<file path="config.mk">
export PLATFORM = sky130hd
export DESIGN_NAME = div_unit
export DESIGN_NICKNAME = d
export VERILOG_FILES = /design/src/rtl/div_unit.sv
export SDC_FILE = /design/constraint.sdc
export NUM_CORES = 1
export LEC_CHECK = 0
export BUFFER_PORTS_ARGS = -buffer_cell sky130_fd_sc_hd__buf_4
export CELL_PAD_IN_SITES_DETAIL_PLACEMENT = 0
export CELL_PAD_IN_SITES_GLOBAL_PLACEMENT = 2
export CORE_MARGIN = 4
export CORE_UTILIZATION = 30
export CTS_CLUSTER_DIAMETER = 150
export DETAILED_ROUTE_END_ITERATION = 12
export GPL_ROUTABILITY_DRIVEN = 1
export PLACE_DENSITY_LB_ADDON = 0.1
export SLEW_MARGIN = 10
export SYNTH_ARGS = -nofsm -noshare
export SYNTH_HDL_FRONTEND = slang
export SYNTH_SLANG_ARGS = --single-unit
</file>
<file path="constraint.sdc">
create_clock -name Clk -period 4.59 [get_ports Clk]
set_input_delay 0.918 -clock Clk [delete_from_list [all_inputs] [get_ports Clk]]
set_output_delay 0.918 -clock Clk [all_outputs]
set_load 0.02 [all_outputs]
</file>
<file path="src/rtl/div_unit.sv">
// Multicycle restoring integer divider (div/divu). Remainder drives Hi, quotient drives Lo;
// Done pulses once per request, together with DivZero when the divisor was zero.
module div_unit #(
  parameter int WIDTH = 32,
  parameter int CNT_W = 6
) (
  input  logic             Clk,
  input  logic             Reset,
  input  logic             Start,
  input  logic             Signed,
  input  logic [WIDTH-1:0] DivA,
  input  logic [WIDTH-1:0] DivB,
  output logic [WIDTH-1:0] Hi,
  output logic [WIDTH-1:0] Lo,
  output logic             Busy,
  output logic             Done,
  output logic             DivZero
);

  typedef enum logic [1:0] {
    S_IDLE,
    S_CALC,
    S_FIX
  } state_e;

  state_e             state_q, state_d;
  logic [CNT_W-1:0]   cnt_q, cnt_d;
  logic [WIDTH-1:0]   rem_q, rem_d;
  logic [WIDTH-1:0]   quo_q, quo_d;
  logic [WIDTH-1:0]   dvs_q, dvs_d;
  logic               qneg_q, qneg_d;
  logic               rneg_q, rneg_d;
  logic [WIDTH-1:0]   hi_q, hi_d;
  logic [WIDTH-1:0]   lo_q, lo_d;
  logic               done_q, done_d;
  logic               dz_q, dz_d;
  logic [WIDTH:0]     shifted;
  logic [WIDTH:0]     diff;

  always_comb begin
    state_d = state_q;
    cnt_d   = cnt_q;
    rem_d   = rem_q;
    quo_d   = quo_q;
    dvs_d   = dvs_q;
    qneg_d  = qneg_q;
    rneg_d  = rneg_q;
    hi_d    = hi_q;
    lo_d    = lo_q;
    done_d  = 1'b0;
    dz_d    = 1'b0;
    shifted = {rem_q, quo_q[WIDTH-1]};
    // Bit WIDTH of the trial difference is the borrow: set means restore.
    diff    = shifted - {1'b0, dvs_q};

    unique case (state_q)
      S_IDLE: begin
        if (Start) begin
          if (DivB == '0) begin
            done_d = 1'b1;
            dz_d   = 1'b1;
          end else begin
            quo_d   = (Signed && DivA[WIDTH-1]) ? -DivA : DivA;
            dvs_d   = (Signed && DivB[WIDTH-1]) ? -DivB : DivB;
            qneg_d  = Signed & (DivA[WIDTH-1] ^ DivB[WIDTH-1]);
            rneg_d  = Signed & DivA[WIDTH-1];
            rem_d   = '0;
            cnt_d   = '0;
            state_d = S_CALC;
          end
        end
      end
      S_CALC: begin
        if (!diff[WIDTH]) begin
          rem_d = diff[WIDTH-1:0];
          quo_d = {quo_q[WIDTH-2:0], 1'b1};
        end else begin
          rem_d = shifted[WIDTH-1:0];
          quo_d = {quo_q[WIDTH-2:0], 1'b0};
        end
        cnt_d = cnt_q + CNT_W'(1);
        if (cnt_q == CNT_W'(WIDTH - 1)) begin
          state_d = S_FIX;
        end
      end
      S_FIX: begin
        lo_d    = qneg_q ? -quo_q : quo_q;
        hi_d    = rneg_q ? -rem_q : rem_q;
        done_d  = 1'b1;
        state_d = S_IDLE;
      end
      default: state_d = S_IDLE;
    endcase
  end

  always_ff @(posedge Clk) begin
    if (Reset) begin
      state_q <= S_IDLE;
      cnt_q   <= '0;
      rem_q   <= '0;
      quo_q   <= '0;
      dvs_q   <= '0;
      qneg_q  <= 1'b0;
      rneg_q  <= 1'b0;
      hi_q    <= '0;
      lo_q    <= '0;
      done_q  <= 1'b0;
      dz_q    <= 1'b0;
    end else begin
      state_q <= state_d;
      cnt_q   <= cnt_d;
      rem_q   <= rem_d;
      quo_q   <= quo_d;
      dvs_q   <= dvs_d;
      qneg_q  <= qneg_d;
      rneg_q  <= rneg_d;
      hi_q    <= hi_d;
      lo_q    <= lo_d;
      done_q  <= done_d;
      dz_q    <= dz_d;
    end
  end

  assign Hi      = hi_q;
  assign Lo      = lo_q;
  assign Busy    = (state_q != S_IDLE);
  assign Done    = done_q;
  assign DivZero = dz_q;

endmodule
</file>
==> results of run 1 <==
## kinds of logic (layout without fill, tap and decap cells)
group / count (synthesis) / in the layout / synth area share [%]
buf+inv: 135 / 241 / 4.75
fa+ha+maj: 38 / 38 / 4.49
flops: 172 / 172 / 32.0
mux: 31 / 31 / 2.91
simple gates: 435 / 435 / 18.9
xor+xnor: 143 / 143 / 11.7
compound gates: 406 / 406 / 25.2
## tightest hold or removal path, cell delays in order (launching register included)
cell	delay, ns
dfxtp_1	0.31
nand2_1	0.05
a21oi_1	0.05
## Yosys cell counts, drive strengths merged, types with 3 or more instances
library cell / count
nand3: 14
xor2: 97
clkbuf: 73
nor2b: 8
or3: 14
nand2b: 11
nor2: 165
and2: 8
dfxtp: 172
a211oi: 88
o41ai: 18
o21a: 4
and3: 13
a22o: 3
inv: 54
a211o: 3
a2111oi: 3
a311o: 3
a21oi: 95
o21ai: 81
o211ai: 7
a31oi: 7
nand4: 6
nor4: 8
o21bai: 3
nor3: 21
a22oi: 20
a2bb2oi: 6
a21o: 11
or4: 22
nand2: 126
nand3b: 5
buf: 8
o31ai: 26
mux2i: 29
or2: 8
ha: 37
a221oi: 11
xnor2: 46
## through the flow
step           worst slack [ns]  hold WS, ns  power (mW)  cells  utilization [%]
2_1_floorplan              1.25        0.432        2.11   1360                -
3_3_place_gp              0.938        0.441        2.36   1895             34.5
3_5_place_dp              0.860        0.445        2.36   1895             34.5
4_1_cts                   0.974        0.455        3.88   1926             36.2
5_1_grt                   0.727        0.465        4.03   1927             36.2
6_report                  0.928        0.454        3.84   1927             36.2
## metal layers
| metal | vias to the layer above | global-route usage, % | part of all wire (%) |
|---|---|---|---|
| met5 | - | 0 | 0 |
| met4 | 0 | 3.90 | 1.2 |
| met3 | 20 | 2.76 | 3.7 |
| met2 | 177 | 24.7 | 40 |
| met1 | 4564 | 29.1 | 55 |
| li1 | 5095 | - | - |
## layout make-up
class | instances | area [um^2]
Tap cell | 461 | 577
Timing Repair Buffer | 156 | 1220
Clock buffer | 20 | 457
Fill cell | 3816 | 22600
Sequential cell | 172 | 3440
Multi-Input combinational cell | 1053 | 6820
Inverter | 54 | 203
Clock inverter | 11 | 131
## flip-flops by register name, indices dropped and copies added, names as in the netlist
register  cells
Hi           32
Lo           32
dvs_q        32
quo_q        32
rem_q        32
cnt_q         6
state_q       2
DivZero       1
Done          1
qneg_q        1
rneg_q        1
## cell usage in the layout (no fill, tap or decap), types with 4 or more instances in the layout
cell	n
dfxtp_1	172
nor2_1	163
buf_4	152
nand2_1	126
xor2_1	97
a21oi_1	95
a211oi_1	87
o21ai_0	79
inv_1	54
xnor2_1	45
ha_1	37
mux2i_1	29
o31ai_1	25
or4_1	20
nor3_1	20
a22oi_1	20
o41ai_1	17
clkbuf_16	17
nand3_1	14
and3_1	13
or3_1	12
a21o_1	11
nand2b_1	11
a221oi_1	11
nor4_1	7
o211ai_1	7
a31oi_1	7
or2_2	7
and2_1	7
nor2b_1	7
nand4_1	6
a2bb2oi_1	6
nand3b_1	5
inv_6	5
o21a_1	4
## power groups by stage
| stage | clock network (mW) | registers, mW | logic [mW] |
|---|---|---|---|
| detailed placement | 0 | 1.64 | 0.720 |
| floorplan | 0 | 1.61 | 0.493 |
| CTS | 1.55 | 1.61 | 0.722 |
| global route | 1.61 | 1.62 | 0.804 |
| finish | 1.51 | 1.61 | 0.719 |
| global placement | 0 | 1.64 | 0.720 |
## worst paths after layout
| path | start | endpoint | cells after the start |
|---|---|---|---|
| max | rem_q[4] | rem_q[30] | 10 |
| min | Hi[31] | Hi[31] | 2 |
| max reg2reg | rem_q[4] | rem_q[30] | 10 |
| min reg2reg | Hi[31] | Hi[31] | 2 |
==> flow_results.xml, run 1 <==
<?xml version="1.0" encoding="UTF-8"?>
<metrics>
  <group name="outcome">
    <metric name="outcome" unit="">complete, no violations</metric>
  </group>
  <group name="placement">
    <metric name="post_dp_cell_area" unit="um^2">12200</metric>
    <metric name="detailedPlacementHpwl" unit="mm">26.8</metric>
    <metric name="placement.io_buffers" unit="">134</metric>
    <metric name="final_replace_weighted_congestion" unit="">0.868</metric>
  </group>
  <group name="timing">
    <metric name="final_max_slew_viol_count" unit="">0</metric>
    <metric name="setup_total_neg_slack" unit="ns">0</metric>
    <metric name="worst_slew_margin_rel" unit="%">21.5</metric>
    <metric name="max_clock_freq" unit="MHz">273</metric>
    <metric name="fin_crit_sh" unit="%">79.8</metric>
    <metric name="grt_setup_unrepaired" unit="">no</metric>
    <metric name="setup_viol" unit="">0</metric>
    <metric name="min_period" unit="ns">3.66</metric>
    <metric name="timing.final.hold_violations" unit="">0</metric>
    <metric name="worst_clock_skew" unit="ns">0.0123</metric>
    <metric name="slew_worst_pin" unit="ns">1.18</metric>
  </group>
  <group name="worst_setup_path">
    <metric name="critPathLaunchType" unit="">flip-flop</metric>
    <metric name="r2r_slack" unit="ns">0.93</metric>
    <metric name="cpPeakStageDelay" unit="ns">0.54</metric>
    <metric name="slowest_stage" unit="">buf_4</metric>
    <metric name="critPathRequiredTime" unit="ns">4.96</metric>
    <metric name="crit_fanout" unit="">39</metric>
    <metric name="critical_path_arrival" unit="ns">4.03</metric>
    <metric name="critPathTopFamily" unit="">compound AO/OA/AOI/OAI gates</metric>
    <metric name="worstSetupPathType" unit="">flip-flop to flip-flop</metric>
    <metric name="worstPathBufferInverterCount" unit="">1</metric>
    <metric name="timing.critical_path.cells" unit="">ha_1, a21o_1, a211o_1, o21ai_0, a21oi_1, nor3_1, xnor2_2, buf_4, o21ai_0, o21ai_0</metric>
    <metric name="cp-end-kind" unit="">flip-flop</metric>
    <metric name="crit_path_frequent_cell" unit="">o21ai_0</metric>
  </group>
  <group name="power_and_ir_drop">
    <metric name="pwr-share-clk" unit="%">39.3</metric>
    <metric name="power_density" unit="nW/um^2">299</metric>
    <metric name="power_frac_seq" unit="%">42.0</metric>
    <metric name="internal_power" unit="mW">2.67</metric>
    <metric name="power.share.combinational" unit="%">18.7</metric>
    <metric name="leakage" unit="nW">4.97</metric>
    <metric name="maximum_vdd_drop" unit="mV">0.264</metric>
    <metric name="p_sw_share" unit="%">30.4</metric>
    <metric name="switchingPower" unit="mW">1.17</metric>
  </group>
  <group name="global_routing">
    <metric name="antenna_found_initial" unit="">0</metric>
    <metric name="grt_pass1_vias" unit="">9288</metric>
    <metric name="wire_length_of_the_first_global_routing_pass" unit="mm">55.7</metric>
    <metric name="grt_util_all_layers" unit="%">18.0</metric>
    <metric name="grt.overflow.total" unit="">0</metric>
    <metric name="grt_max_degree" unit="">79</metric>
  </group>
  <group name="cts">
    <metric name="cts_hold_buf" unit="">0</metric>
    <metric name="clk_pin_slew" unit="ns">0.07</metric>
    <metric name="cts.htree.levels" unit="">4</metric>
    <metric name="clock_sinks" unit="">172</metric>
    <metric name="cts-buffers-inserted" unit="">17</metric>
    <metric name="ctsLongestPathBuffers" unit="">2</metric>
    <metric name="clkLatencyLatePin" unit="ns">0.44</metric>
    <metric name="cts_tree" unit="">done</metric>
    <metric name="clock_tree.root_cell" unit="">clkbuf_16</metric>
    <metric name="post-cts-setup-buffer-count" unit="">0</metric>
    <metric name="post_cts.resized_instances" unit="">0</metric>
  </group>
  <group name="die">
    <metric name="std_cell_rows" unit="">69</metric>
    <metric name="initial_core_util" unit="%">30.3</metric>
    <metric name="design.die.area" unit="um^2">38900</metric>
    <metric name="design.portCount" unit="">135</metric>
    <metric name="core-area" unit="um^2">35500</metric>
    <metric name="die-width" unit="um">197</metric>
    <metric name="dieHeight" unit="um">197</metric>
  </group>
  <group name="layout">
    <metric name="area_delta_synth_final" unit="%">19.5</metric>
    <metric name="drive_above_1_share" unit="%">14.5</metric>
    <metric name="fin_nets" unit="">1560</metric>
    <metric name="area_of_all_placed_cells_without_fillers" unit="um^2">12800</metric>
    <metric name="antennaDiodeCount" unit="">0</metric>
  </group>
  <group name="synthesis">
    <metric name="number_of_enable_type_register_cells_in_the_synthesized_netlist" unit="">0</metric>
    <metric name="netlist.top_cell.by_area" unit="">dfxtp_1</metric>
    <metric name="synth.distinct_cells" unit="">70</metric>
    <metric name="syn-num-nets" unit="">1466</metric>
    <metric name="synth_area_leaders" unit="">dfxtp_1 32%, xor2_1 7.9%, a211oi_1 6.1%</metric>
    <metric name="synth_seq_area_share" unit="%">32.0</metric>
    <metric name="yosysWarningCount" unit="">0</metric>
    <metric name="synth_area" unit="um^2">10700</metric>
    <metric name="avgSynthCellArea" unit="um^2">7.90</metric>
    <metric name="synth-async-reset-ratio" unit="%">0</metric>
    <metric name="ys_dominant_reg_cell" unit="">dfxtp_1</metric>
    <metric name="post_synth_inst_count" unit="">1360</metric>
    <metric name="ys_seq_elements" unit="">172</metric>
    <metric name="post-synth-top-area-fraction" unit="%">32.0</metric>
  </group>
  <group name="drt">
    <metric name="viasPerCell" unit="">5.11</metric>
    <metric name="initialDrtViolationCount" unit="">497</metric>
    <metric name="detail_route.wl_per_cell" unit="um">18.5</metric>
    <metric name="routed-via-count" unit="">9856</metric>
    <metric name="detail_route.first_pass.iterations" unit="">5</metric>
    <metric name="drt.antenna.violating_nets" unit="">0</metric>
    <metric name="sum_of_routed_wire_length_over_all_layers" unit="mm">35.7</metric>
    <metric name="remaining_drc_errors" unit="">0</metric>
  </group>
  <group name="min_path">
    <metric name="timing.hold.worst.class" unit="">flip-flop to flip-flop</metric>
  </group>
  <group name="flow_run">
    <metric name="timing.max_cap.violations" unit="">0</metric>
  </group>
</metrics>
Note: power is estimated with default switching activity, not from simulation.
==> inputs of run 2 (changes only) <==
Clock period 4.59 ns to 3.45 ns, I/O delays scaled along.
==> run 2 against run 1 <==
Combinational power grew 40%. Flip-flop and latch count is the same. Critical endpoint unchanged. Global-route usage grew 0.30 points. Largest power group unchanged. Hold slack gained 0.0056 ns. Critical path depth grew 1. Register-to-register slack lost 0.63 ns. Sequential share of layout area shrank 0.80 points. Wire length grew 0.82%. Highest routed layer unchanged.
==> flow_results.xml, run 2 (synthesized netlist as in run 1, its figures left out) <==
<?xml version="1.0" encoding="UTF-8"?>
<metrics>
  <group name="worst_setup_path">
    <metric name="slowest_stage" unit="">ha_1</metric>
    <metric name="worstSetupPathType" unit="">flip-flop to flip-flop</metric>
    <metric name="critPathRequiredTime" unit="ns">3.83</metric>
    <metric name="crit_fanout" unit="">13</metric>
    <metric name="timing.critical_path.cells" unit="">inv_1, ha_1, and4_1, and3_1, a2bb2oi_1, a211oi_1, nor3_2, xnor2_2, buf_4, o21ai_0, o21ai_0</metric>
    <metric name="cpPeakStageDelay" unit="ns">0.47</metric>
    <metric name="crit_path_frequent_cell" unit="">o21ai_0</metric>
    <metric name="cp-end-kind" unit="">flip-flop</metric>
    <metric name="critPathLaunchType" unit="">flip-flop</metric>
    <metric name="critPathTopFamily" unit="">compound AO/OA/AOI/OAI gates</metric>
    <metric name="r2r_slack" unit="ns">0.30</metric>
    <metric name="critical_path_arrival" unit="ns">3.53</metric>
    <metric name="worstPathBufferInverterCount" unit="">2</metric>
  </group>
  <group name="global_routing">
    <metric name="antenna_found_initial" unit="">0</metric>
    <metric name="grt_max_degree" unit="">97</metric>
    <metric name="wire_length_of_the_first_global_routing_pass" unit="mm">56.6</metric>
    <metric name="grt_pass1_vias" unit="">9544</metric>
    <metric name="grt_util_all_layers" unit="%">18.3</metric>
    <metric name="grt.overflow.total" unit="">0</metric>
  </group>
  <group name="cts">
    <metric name="clkLatencyLatePin" unit="ns">0.46</metric>
    <metric name="clock_sinks" unit="">172</metric>
    <metric name="clk_pin_slew" unit="ns">0.08</metric>
    <metric name="ctsLongestPathBuffers" unit="">2</metric>
    <metric name="post-cts-setup-buffer-count" unit="">0</metric>
    <metric name="cts.htree.levels" unit="">4</metric>
    <metric name="cts-buffers-inserted" unit="">17</metric>
    <metric name="cts_hold_buf" unit="">0</metric>
    <metric name="post_cts.resized_instances" unit="">0</metric>
    <metric name="clock_tree.root_cell" unit="">clkbuf_16</metric>
    <metric name="cts_tree" unit="">done</metric>
  </group>
  <group name="drt">
    <metric name="detail_route.wl_per_cell" unit="um">18.2</metric>
    <metric name="routed-via-count" unit="">10000</metric>
    <metric name="remaining_drc_errors" unit="">0</metric>
    <metric name="viasPerCell" unit="">5.08</metric>
    <metric name="sum_of_routed_wire_length_over_all_layers" unit="mm">36.0</metric>
    <metric name="drt.antenna.violating_nets" unit="">0</metric>
    <metric name="initialDrtViolationCount" unit="">568</metric>
    <metric name="detail_route.first_pass.iterations" unit="">5</metric>
  </group>
  <group name="die">
    <metric name="design.die.area" unit="um^2">38900</metric>
    <metric name="dieHeight" unit="um">197</metric>
    <metric name="design.portCount" unit="">135</metric>
    <metric name="std_cell_rows" unit="">69</metric>
    <metric name="die-width" unit="um">197</metric>
    <metric name="initial_core_util" unit="%">30.3</metric>
    <metric name="core-area" unit="um^2">35500</metric>
  </group>
  <group name="layout">
    <metric name="most_common_cell_after_layout_fill_and_taps_aside" unit="">buf_4</metric>
    <metric name="regArea" unit="um^2">3440</metric>
    <metric name="antennaDiodeCount" unit="">0</metric>
    <metric name="fin_nets" unit="">1608</metric>
    <metric name="nFillCells" unit="">3778</metric>
    <metric name="drive_above_1_share" unit="%">17.4</metric>
    <metric name="mostFrequentLayoutCells" unit="">199 x buf_4, 172 x dfxtp_1, 163 x nor2_1</metric>
    <metric name="area_delta_synth_final" unit="%">23.2</metric>
    <metric name="area_taken_by_multi_input_logic_gates" unit="um^2">6820</metric>
  </group>
  <group name="power_and_ir_drop">
    <metric name="maximum_vdd_drop" unit="mV">0.377</metric>
    <metric name="leakage" unit="nW">5.23</metric>
    <metric name="power_density" unit="nW/um^2">389</metric>
    <metric name="design_power_total" unit="mW">5.15</metric>
  </group>
  <group name="timing">
    <metric name="worst_clock_skew" unit="ns">0.0149</metric>
    <metric name="timing.final.hold_violations" unit="">0</metric>
    <metric name="worst_slew_margin_rel" unit="%">34.2</metric>
    <metric name="fin_crit_sh" unit="%">91.3</metric>
    <metric name="setup_viol" unit="">0</metric>
    <metric name="worst_hold_slack" unit="ns">0.459</metric>
    <metric name="max_clock_freq" unit="MHz">317</metric>
    <metric name="slew_worst_pin" unit="ns">0.986</metric>
    <metric name="grt_setup_unrepaired" unit="">no</metric>
    <metric name="final_max_slew_viol_count" unit="">0</metric>
    <metric name="setup_total_neg_slack" unit="ns">0</metric>
    <metric name="min_period" unit="ns">3.15</metric>
  </group>
  <group name="placement">
    <metric name="detailedPlacementHpwl" unit="mm">27.5</metric>
    <metric name="placement.io_buffers" unit="">134</metric>
    <metric name="final_replace_weighted_congestion" unit="">0.833</metric>
  </group>
  <group name="min_path">
    <metric name="timing.hold.worst.class" unit="">flip-flop to flip-flop</metric>
  </group>
  <group name="flow_run">
    <metric name="timing.max_cap.violations" unit="">0</metric>
  </group>
  <group name="outcome">
    <metric name="outcome" unit="">complete, no violations</metric>
  </group>
</metrics>
run 2: metal layers:
layer | wire [um] | vias to the layer above | track usage, %
li1 | - | 5201 | -
met1 | 19900 | 4650 | 29.5
met2 | 14400 | 161 | 25.4
met3 | 1220 | 23 | 2.95
met4 | 446 | 0 | 3.57
met5 | 0 | - | 0
run 2: worst register-to-register path, cell delays in order, from the launching register on:
cell	delay [ns]
dfxtp_1	0.34
inv_1	0.05
ha_1	0.47
and4_1	0.29
and3_1	0.25
a2bb2oi_1	0.10
a211oi_1	0.30
nor3_2	0.11
xnor2_2	0.40
buf_4	0.32
o21ai_0	0.25
o21ai_0	0.20
run 2: metrics by stage:
stage	util [%]	area, um^2	worst slack (ns)	instances
CTS	37.3	13200	0.252	1976
global placement	35.6	12600	0.250	1944
floorplan	-	10700	0.294	1360
detailed placement	35.6	12600	0.222	1944
global route	37.3	13200	0.0391	1976
finish	37.3	13200	0.299	1976
run 2: power by group:
part | leakage, nW | internal [mW] | switching (mW) | total (mW)
Combinational | 3.54 | 0.419 | 0.592 | 1.01
Clock | 0.291 | 1.04 | 0.968 | 2.00
Sequential | 1.40 | 2.05 | 0.0795 | 2.13
run 2: path summary, 6_finish.rpt:
path,cells after the start,startpoint,to
worst max-delay path,11,dvs_q[26],rem_q[30]
worst min-delay path,2,Hi[22],Hi[22]
worst max register to register,11,dvs_q[26],rem_q[30]
worst min register to register,2,Hi[22],Hi[22]
run 2: final cells by class:
class	instances	area share (%)
Clock inverter	15	1.32
Tap cell	461	4.36
Sequential cell	172	26.0
Clock buffer	17	3.21
Timing Repair Buffer	204	12.0
Multi-Input combinational cell	1053	51.5
Inverter	54	1.53
